`config.mk`:
```
export PLATFORM = sky130hd
export DESIGN_NAME = if_stage_flat
export DESIGN_NICKNAME = d
export VERILOG_FILES = /design/src/rtl/if_stage_if.sv /design/src/rtl/if_stage.sv /design/src/flat_wrapper.sv
export SDC_FILE = /design/constraint.sdc
export NUM_CORES = 1
export LEC_CHECK = 0
export ABC_AREA = 1
export BUFFER_PORTS_ARGS = -buffer_cell sky130_fd_sc_hd__buf_2
export CAP_MARGIN = 20
export CORE_MARGIN = 2
export CORE_UTILIZATION = 29
export CTS_CLUSTER_SIZE = 28
export DETAILED_ROUTE_END_ITERATION = 10
export SKIP_LAST_GASP = 1
export SYNTH_ARGS = -nofsm -noshare
export SYNTH_HDL_FRONTEND = slang
export SYNTH_SLANG_ARGS = --single-unit
```
`constraint.sdc`:
```
create_clock -name i_clk -period 2.09 [get_ports i_clk]
set_clock_uncertainty 0.2 [all_clocks]
set_input_delay 0.418 -clock i_clk [delete_from_list [all_inputs] [get_ports i_clk]]
set_output_delay 0.418 -clock i_clk [all_outputs]
set_load 0.05 [all_outputs]
```
`src/rtl/if_stage_if.sv`:
```
// Instruction-memory request/response bus between the fetch stage (master) and memory (slave).
interface if_stage_if;
    logic        imem_req;
    logic [31:0] imem_addr;
    logic        imem_gnt;
    logic        imem_rvalid;
    logic [31:0] imem_rdata;
    logic        imem_err;

    modport master (
        output imem_req, imem_addr,
        input  imem_gnt, imem_rvalid, imem_rdata, imem_err
    );

    modport slave (
        input  imem_req, imem_addr,
        output imem_gnt, imem_rvalid, imem_rdata, imem_err
    );
endinterface

```
`src/rtl/if_stage.sv`:
```
// Instruction fetch stage: owns the PC, single-outstanding imem requests, presents {pc, inst, traps} to IF/ID.
// Define COTM32_IF_HOLD_BUF_EN to hold a stalled response in a 1-entry buffer instead of refetching it.
//
// state  | meaning
// S_REQ  | issue request at pc (or present misaligned trap)
// S_WAIT | request granted, waiting for response
// S_HOLD | stalled response held in buffer (COTM32_IF_HOLD_BUF_EN only)
// S_DROP | redirected while a request was in flight; discard its response
// S_TRAP | trap presented and accepted; idle until redirect
module if_stage #(
    parameter logic [31:0] RESET_VECTOR = 32'h0000_0000,
    parameter logic [31:0] INST_NOP     = 32'h0000_0013
) (
    input  logic        i_clk,
    input  logic        i_rst,
    input  logic        i_stall,
    input  logic        i_redirect,
    input  logic [31:0] i_redirect_pc,
    if_stage_if.master  imem,
    output logic        o_valid,
    output logic [31:0] o_pc,
    output logic [31:0] o_inst,
    output logic        o_t_inst_addr_misaligned,
    output logic        o_t_inst_access_fault
);

    typedef enum logic [2:0] {
        S_REQ,
        S_WAIT,
`ifdef COTM32_IF_HOLD_BUF_EN
        S_HOLD,
`endif
        S_DROP,
        S_TRAP
    } state_t;

    state_t      r_state;
    logic [31:0] r_pc;
`ifdef COTM32_IF_HOLD_BUF_EN
    logic [31:0] r_buf_inst;
    logic        r_buf_err;
`endif

    logic        w_misaligned;
    logic        w_req;
    logic        w_present;
    logic        w_err;
    logic        w_mis;
    logic [31:0] w_inst;
    logic        w_valid;
    logic [31:0] w_pc_inc;
    logic        w_in_flight;

    assign w_misaligned = (r_pc[1:0] != 2'b00);
    assign w_req        = !i_rst && (r_state == S_REQ) && !w_misaligned;
    assign w_pc_inc     = r_pc + 32'd4;

    // A redirect must drop whatever response is still owed to us.
    assign w_in_flight  = ((r_state == S_WAIT) && !imem.imem_rvalid)
                       || ((r_state == S_DROP) && !imem.imem_rvalid)
                       || (w_req && imem.imem_gnt);

    always_comb begin
        w_present = 1'b0;
        w_err     = 1'b0;
        w_mis     = 1'b0;
        w_inst    = INST_NOP;
        case (r_state)
            S_REQ: begin
                if (w_misaligned) begin
                    w_present = 1'b1;
                    w_mis     = 1'b1;
                end
            end
            S_WAIT: begin
                if (imem.imem_rvalid) begin
                    w_present = 1'b1;
                    w_err     = imem.imem_err;
                    w_inst    = imem.imem_err ? INST_NOP : imem.imem_rdata;
                end
            end
`ifdef COTM32_IF_HOLD_BUF_EN
            S_HOLD: begin
                w_present = 1'b1;
                w_err     = r_buf_err;
                w_inst    = r_buf_inst;
            end
`endif
            default: ;
        endcase
    end

    assign w_valid                  = w_present && !i_redirect && !i_rst;
    assign o_valid                  = w_valid;
    assign o_pc                     = i_rst ? 32'd0 : r_pc;
    assign o_inst                   = w_valid ? w_inst : INST_NOP;
    assign o_t_inst_addr_misaligned = w_valid && w_mis;
    assign o_t_inst_access_fault    = w_valid && w_err;
    assign imem.imem_req            = w_req;
    assign imem.imem_addr           = r_pc;

    always_ff @(posedge i_clk) begin
        if (i_rst) begin
            r_state    <= S_REQ;
            r_pc       <= RESET_VECTOR;
`ifdef COTM32_IF_HOLD_BUF_EN
            r_buf_inst <= INST_NOP;
            r_buf_err  <= 1'b0;
`endif
        end else if (i_redirect) begin
            r_pc       <= i_redirect_pc;
            r_state    <= w_in_flight ? S_DROP : S_REQ;
`ifdef COTM32_IF_HOLD_BUF_EN
            r_buf_inst <= INST_NOP;
            r_buf_err  <= 1'b0;
`endif
        end else begin
            case (r_state)
                S_REQ: begin
                    if (w_misaligned) begin
                        if (!i_stall) r_state <= S_TRAP;
                    end else if (imem.imem_gnt) begin
                        r_state <= S_WAIT;
                    end
                end
                S_WAIT: begin
                    if (imem.imem_rvalid) begin
                        if (!i_stall) begin
                            if (imem.imem_err) begin
                                r_state <= S_TRAP;
                            end else begin
                                r_pc    <= w_pc_inc;
                                r_state <= S_REQ;
                            end
                        end else begin
`ifdef COTM32_IF_HOLD_BUF_EN
                            r_buf_inst <= w_inst;
                            r_buf_err  <= imem.imem_err;
                            r_state    <= S_HOLD;
`else
                            // Response is thrown away; same pc is fetched again.
                            r_state    <= S_REQ;
`endif
                        end
                    end
                end
`ifdef COTM32_IF_HOLD_BUF_EN
                S_HOLD: begin
                    if (!i_stall) begin
                        if (r_buf_err) begin
                            r_state <= S_TRAP;
                        end else begin
                            r_pc    <= w_pc_inc;
                            r_state <= S_REQ;
                        end
                    end
                end
`endif
                S_DROP: begin
                    if (imem.imem_rvalid) r_state <= S_REQ;
                end
                S_TRAP:  ;
                default: r_state <= S_REQ;
            endcase
        end
    end

endmodule

```
`src/flat_wrapper.sv`:
```
// flat-port wrapper written by rule: the top's interface ports become plain ports
module if_stage_flat 
#(
    parameter logic [31:0] RESET_VECTOR = 32'h0000_0000,
    parameter logic [31:0] INST_NOP     = 32'h0000_0013
)
  (i_clk, i_rst, i_stall, i_redirect, i_redirect_pc, o_valid, o_pc, o_inst, o_t_inst_addr_misaligned, o_t_inst_access_fault, imem_imem_req, imem_imem_addr, imem_imem_gnt, imem_imem_rvalid, imem_imem_rdata, imem_imem_err);
  if_stage_if imem_i ();
  input  logic i_clk;
  input  logic i_rst;
  input  logic i_stall;
  input  logic i_redirect;
  input  logic [31:0] i_redirect_pc;
  output logic o_valid;
  output logic [31:0] o_pc;
  output logic [31:0] o_inst;
  output logic o_t_inst_addr_misaligned;
  output logic o_t_inst_access_fault;
  output wire logic [$bits(imem_i.imem_req)-1:0] imem_imem_req;
  output wire logic [$bits(imem_i.imem_addr)-1:0] imem_imem_addr;
  input wire logic [$bits(imem_i.imem_gnt)-1:0] imem_imem_gnt;
  input wire logic [$bits(imem_i.imem_rvalid)-1:0] imem_imem_rvalid;
  input wire logic [$bits(imem_i.imem_rdata)-1:0] imem_imem_rdata;
  input wire logic [$bits(imem_i.imem_err)-1:0] imem_imem_err;
  assign imem_imem_req = imem_i.imem_req;
  assign imem_imem_addr = imem_i.imem_addr;
  assign imem_i.imem_gnt = imem_imem_gnt;
  assign imem_i.imem_rvalid = imem_imem_rvalid;
  assign imem_i.imem_rdata = imem_imem_rdata;
  assign imem_i.imem_err = imem_imem_err;
  if_stage #(.RESET_VECTOR(RESET_VECTOR), .INST_NOP(INST_NOP)) u_core (.i_clk(i_clk), .i_rst(i_rst), .i_stall(i_stall), .i_redirect(i_redirect), .i_redirect_pc(i_redirect_pc), .imem(imem_i), .o_valid(o_valid), .o_pc(o_pc), .o_inst(o_inst), .o_t_inst_addr_misaligned(o_t_inst_addr_misaligned), .o_t_inst_access_fault(o_t_inst_access_fault));
endmodule
```
* Word level (Yosys, flattened, before mapping)
Cells that the tools add are included.
** Storage, ports and cells
- Output and inout bits :: 100
- Flip-flop bits (word level) :: 35
- Input bits :: 71
- Word-level logic and storage cells :: 60
** Cells by class
- Mux-type cells :: 26
- Reduce and logical (&&, ||, !) cells :: 21
- Add/sub/neg operators :: 1
- Equality and inequality tests :: 10
** Operator list (count)
- 32-bit 2-to-1 mux :: 10
- 32-bit by 3-bit adder with 32-bit output (second input constant) :: 1
- 3-bit 2-to-1 mux :: 6
- 3-bit case mux with 4 select lines :: 1
- 1-bit logical AND :: 9
- 3-bit by 2-bit == test with 1-bit output (second input constant) :: 2
- 2-bit 2-to-1 mux :: 3
- 3-bit != test (second input constant) :: 2
- 2-bit nonzero test :: 3
- 1-bit 2-to-1 mux :: 5
- 5-bit AND reduction :: 1
- 1-bit logical NOT :: 4
- 2-bit != test (second input constant) :: 2
- 4-bit by 3-bit != test with 1-bit output (second input constant) :: 1
- 4-bit != test (second input constant) :: 1
- 4-bit AND reduction :: 1
- 3-bit by 1-bit == test with 1-bit output (second input constant) :: 1
- 3-bit logical NOT :: 1
- 1-bit logical OR :: 2
- 2-bit by 1-bit != test with 1-bit output (second input constant) :: 1
- 1-bit case mux with 2 select lines :: 1

* Depth between registers and ports, before layout
- Depth after elaboration :: 7
- Depth in mapped cells :: 10
- Gate-level depth less buffers :: 10

* Least setup slack after synthesis
OpenSTA, ideal clock, no wires.
- Path type :: reg-to-output
- From :: register u_core.r_pc[0], in the netlist u_core.imem.imem_addr[0]
- To :: output o_inst[0]
- Slack :: -557 ps
- Data arrival time :: 2029 ps
- Cell stages (with the launch flop) :: 9
- Cells stage by stage :: dfxtp_1 -> inv_1 -> nand2_1 -> nand2_1 -> nand2_1 -> nand2_1 -> buf_2 -> inv_1 -> nand2_1
** On the way
- Cells in the longest elaborated chain, start to end :: 6
** Ends and longest elaborated chain
- start: declaration :: line if_stage.sv:38 : logic [31:0] r_pc;
- start signal: assignment :: line if_stage.sv:111 : r_pc <= i_redirect_pc;
- start signal: assignment :: line if_stage.sv:132 : r_pc <= w_pc_inc;
- 2-bit nonzero test :: line if_stage.sv:54 : assign w_misaligned = (r_pc[1:0] != 2'b00);
- 1-bit 2-to-1 mux :: line if_stage.sv:70 : if (w_misaligned) begin
- 1-bit case mux with 2 select lines :: line if_stage.sv:68 : case (r_state)
- 1-bit logical AND (2 in series) :: line if_stage.sv:93 : assign w_valid = w_present && !i_redirect && !i_rst;
- net o_valid :: line flat_wrapper.sv:14 : output logic o_valid;
- 32-bit 2-to-1 mux :: line if_stage.sv:96 : assign o_inst = w_valid ? w_inst : INST_NOP;
- end: declaration :: line flat_wrapper.sv:16 : output logic [31:0] o_inst;
The timed path passes the listed nets, and every way through them passes these cells.

* Worst setup path in the final report
- From :: register u_core.r_state[0]
- To :: output o_inst[26]
** On the way
- Cells in the longest elaborated chain, start to end :: 5
** Ends and longest elaborated chain
- start: declaration :: line if_stage.sv:37 : state_t r_state;
- start signal: assignment :: line if_stage.sv:112 : r_state <= w_in_flight ? S_DROP : S_REQ;
- 3-bit by 1-bit == test with 1-bit output / 3-bit logical NOT (equally long branches) :: line if_stage.sv:68
- 1-bit case mux with 2 select lines :: line if_stage.sv:68
- 1-bit logical AND (2 in series) :: line if_stage.sv:93
- 32-bit 2-to-1 mux * :: line if_stage.sv:96
Every way passes the cells marked *; elsewhere a longest branch is shown, timed or not.

==> results.md <==
- Status: complete, but fails checks
- Failing checks: setup timing
- Distinct cell type count after synthesis: 27
- Most frequent cell after synthesis: nand2_1
- Crit path DAT: 1.62 ns
- Number of cell rows: 36
- Final Hold Slack: between 0.2 and 0.25 ns
- Initial DRT Pass Iterations: 4
- Routed met1 length: approximately 5.0 mm
- Die W: 105 um
- CTS sink cnt: 34
- Hold path startpoint: i_redirect_pc[0]
- Drt total wl: 12.4 mm
- Cells after synthesis: 564
- DR WL/cell: 14.2 um
- Worst slew margin: 62.9%
- Top sig layer: met4
- Gate power share: between 40% and 50%
- WHS Endpoint: u_core.imem.imem_addr[0]$_SDFFE_PP0P_
- Placed cell areas: 4270 um2
- Drt drc: 0
- Sequential share of power: between 30% and 40%
- Synth top area cells: nand2_1 (26%), dfxtp_1 (23%), nor2_1 (18%)
- Final setup margin: -0.148 ns
- IO Count: 171
- Storage cell area: approximately 690 um2
- Clock Pin Slew Worst Setup and Hold Paths: 0.08 ns
- Vias: approximately 4000
- GRT Util Overall: roughly a fifth
- Synth area leader: nand2_1
- FF-to-FF setup slack: 0.13 ns
- Final std cells w/o fill: 879
- Reg2reg end: u_core.imem.imem_addr[4]$_SDFFE_PP0P_
- Largest family of logic cells by synthesized area: simple AND/OR/NAND/NOR gates
- Sw Pwr: between 0.0009 and 0.001 W
- R2R cell count: 8
- Post-synthesis sequential area ratio: 23.0%
- Antenna violations before repair: 0
- CTS max path bufs: 2
- Hold Violations, Final: 0
- Tcrit/Tclk final: 107%
- Synth Area in XOR/XNOR: 0.889%
- Predominant post-synthesis flop cell: dfxtp_1
- Critical Path Sink Type: output port
- Largest net degree at the start of global routing: 41
- Die area: 11000 um2
- Syn_area_per_cell: between 5 and 6 um2
- Synth Area in Adders: 0.423%
- Global-route wire length before repair: 18.8 mm
- Gp weighted congestion: 0.854
- Worst endpoint required time: around 1.5 ns
- PwrDens: ~440 nW/um2
- Vias in the first global route: 3883
- Worst hold path type: primary input to flop
- Core Area: 9820 um2
- Met2 routed WL: 6.37 mm
- Static leakage: about 2.3 nW
- Share of cells above drive strength 1: 41.8%
- GRT overflow: 0
- Startpoint types: flop
- Sw Ratio: 43.7%
- Slowest-stage cell, CP: dfxtp_2
- Mux contribution to synthesized area: 0.339%
- Max-slew violations: 0
- Post-Synth Simple-Gate Area: around 58%
- FILL cells: 1030
- Routed Antenna Nets: 0
- Htree depth: 2
- TritonCTS clock tree: done
- Cell Area, Synth: between 2000 and 3000 um2
- Initial drt markers: roughly 130
- Top post-synthesis cells by count: nand2_1 (203), nor2_1 (145), inv_1 (47)
- Final Cell Area: roughly 5000 um2
- Crit-path cells: buf_6, nor2_4, nand2_4, nand2_4, nand2_8, buf_12, nor2_4, buf_6
- Ys Warns: 0
- Root Driver: clkbuf_8
- Synth Area in Compound Gates: under 10%
- Setup TNS Final: -3.81 ns
- Synth-to-layout area growth: 69.4%
- Slowest cell delay on critical path: 0.34 ns
- Unrepaired setup endpoints after global routing: true
- Placed Cells incl. Taps: roughly 860
- Initial Util: between 30% and 40%
- Buffers added on ports: between 150 and 200
- Synth top area share: 25.8%
- Clock power frac: 24.7%
- CP max FO: 8
- Latest clock arrival within the worst-skew pair: 0.30 ns
- Pwr Total: ~0.0022 W
- Flops & latches, synth: 34
- Fmax achieved: approximately 450 MHz
- Share of flip-flops with an asynchronous set or reset: 0%
- DR WL met3: around 770 um
- Worst VDD drop: 244 uV
- CTS Buf Count: 5
- HPWL after detailed placement: 8.59 mm
- Crit path kind: flop to output port
- Clock period minus worst slack: 2.24 ns
- Final-stage net count: between 800 and 900
- Max-cap violations: 0
- Die Ht: 105 um
- Syn Nets: 636
- Worst Max-Slew Pin Slew: 0.556 ns
- Critical R2R Launch: u_core.r_state[1]$_SDFFE_PP0P_
- Setup violations, final: 33
- Post-synth EDFFs: 0
- ANT cells: 0
- Multi-input gate area: 2350 um2
- P_int: 0.00125 W
- Hold Crit Depth: 3
- Post-DR vias/cell: 4.64
-- state kept, by name, summed over array words and instances, names as in the netlist --
| name | cells |
|---|---|
| u_core.imem.imem_addr | 32 |
| u_core.r_state | 2 |
-- placed cells by master (no fill, tap or decap), drive strengths merged --
cell and instances:
clkinvlp 2, nor3 2, clkinv 1, clkbuf 9
nor2 168, ha 1, mux2i 1, a21oi 11
xnor2 1, o21ai 26, inv 49, xor2 2
dfxtp 34, buf 192, nand4 1, a21boi 1
nand3b 2, nand3 39, nand2 204
-- kinds of logic after synthesis --
| logic type | after synthesis |
|---|---|
| compound gates | 38 |
| xor+xnor | 3 |
| fa+ha+maj | 1 |
| buf+inv | 71 |
| flops | 34 |
| mux | 1 |
| simple gates | 416 |
-- through the flow --
stage / worst slack, ns / utilization [%]
after floorplan: -0.0432 / -
after global placement: 0.0442 / 43.5
after detailed placement: 0.00599 / 43.5
after CTS: -0.124 / 49.0
after global routing: -0.190 / 51.0
final: -0.148 / 51.0
-- per-layer routing --
layer  vias up  track usage (%)
met5         -                0
met4         0             5.62
met3        24             3.56
met2       161             40.3
met1      1816             23.2
li1       2080                -
-- cell type report --
class,count,share of cell area (%)
flip-flops and latches,34,13.8
clock inverters,2,0.250
repair buffers,195,30.0
multi-input cells,459,47.0
well taps,133,3.32
inverters,50,4.07
clock buffers,6,1.65
-- how the worst max path moves through the flow --
stage	cells after the start	slack, ns	endpoint	startpoint
CTS	9	-0.12	o_inst[23]	u_core.r_state[0]$_SDFFE_PP0P_
global placement	6	0.04	o_inst[9]	i_rst
global route	9	-0.19	o_inst[18]	u_core.r_state[0]$_SDFFE_PP0P_
detailed placement	8	0.006	o_inst[13]	imem_imem_err
floorplan	8	-0.04	o_inst[1]	u_core.imem.imem_addr[1]$_SDFFE_PP0P_
finish	8	-0.15	o_inst[26]	u_core.r_state[0]$_SDFFE_PP0P_
-- worst max-delay path: cells and delay by family, from the launching register on --
family                 cells  cell delay, ns
buffers and inverters      3            0.46
DFF                        1            0.34
and+or+nand+nor            5            0.51
-- power by group through the flow --
stage	combinational (W)	sequential (W)	clock (W)
6_report	0.000904	0.000764	0.000547
5_1_grt	0.000969	0.000773	0.000583
4_1_cts	0.000880	0.000762	0.000562
3_5_place_dp	0.000798	0.000775	0
3_3_place_gp	0.000792	0.000773	0
2_1_floorplan	0.000429	0.000908	0
-- timing repair --
action	4_1_cts	5_1_grt
pin swaps	9	22
gates cloned	4	2
setup endpoints to repair	33	36
resized for setup	98	46
buffers inserted	4	0
hold buffers	0	0
No activity file was read; power rests on OpenSTA's default activity.
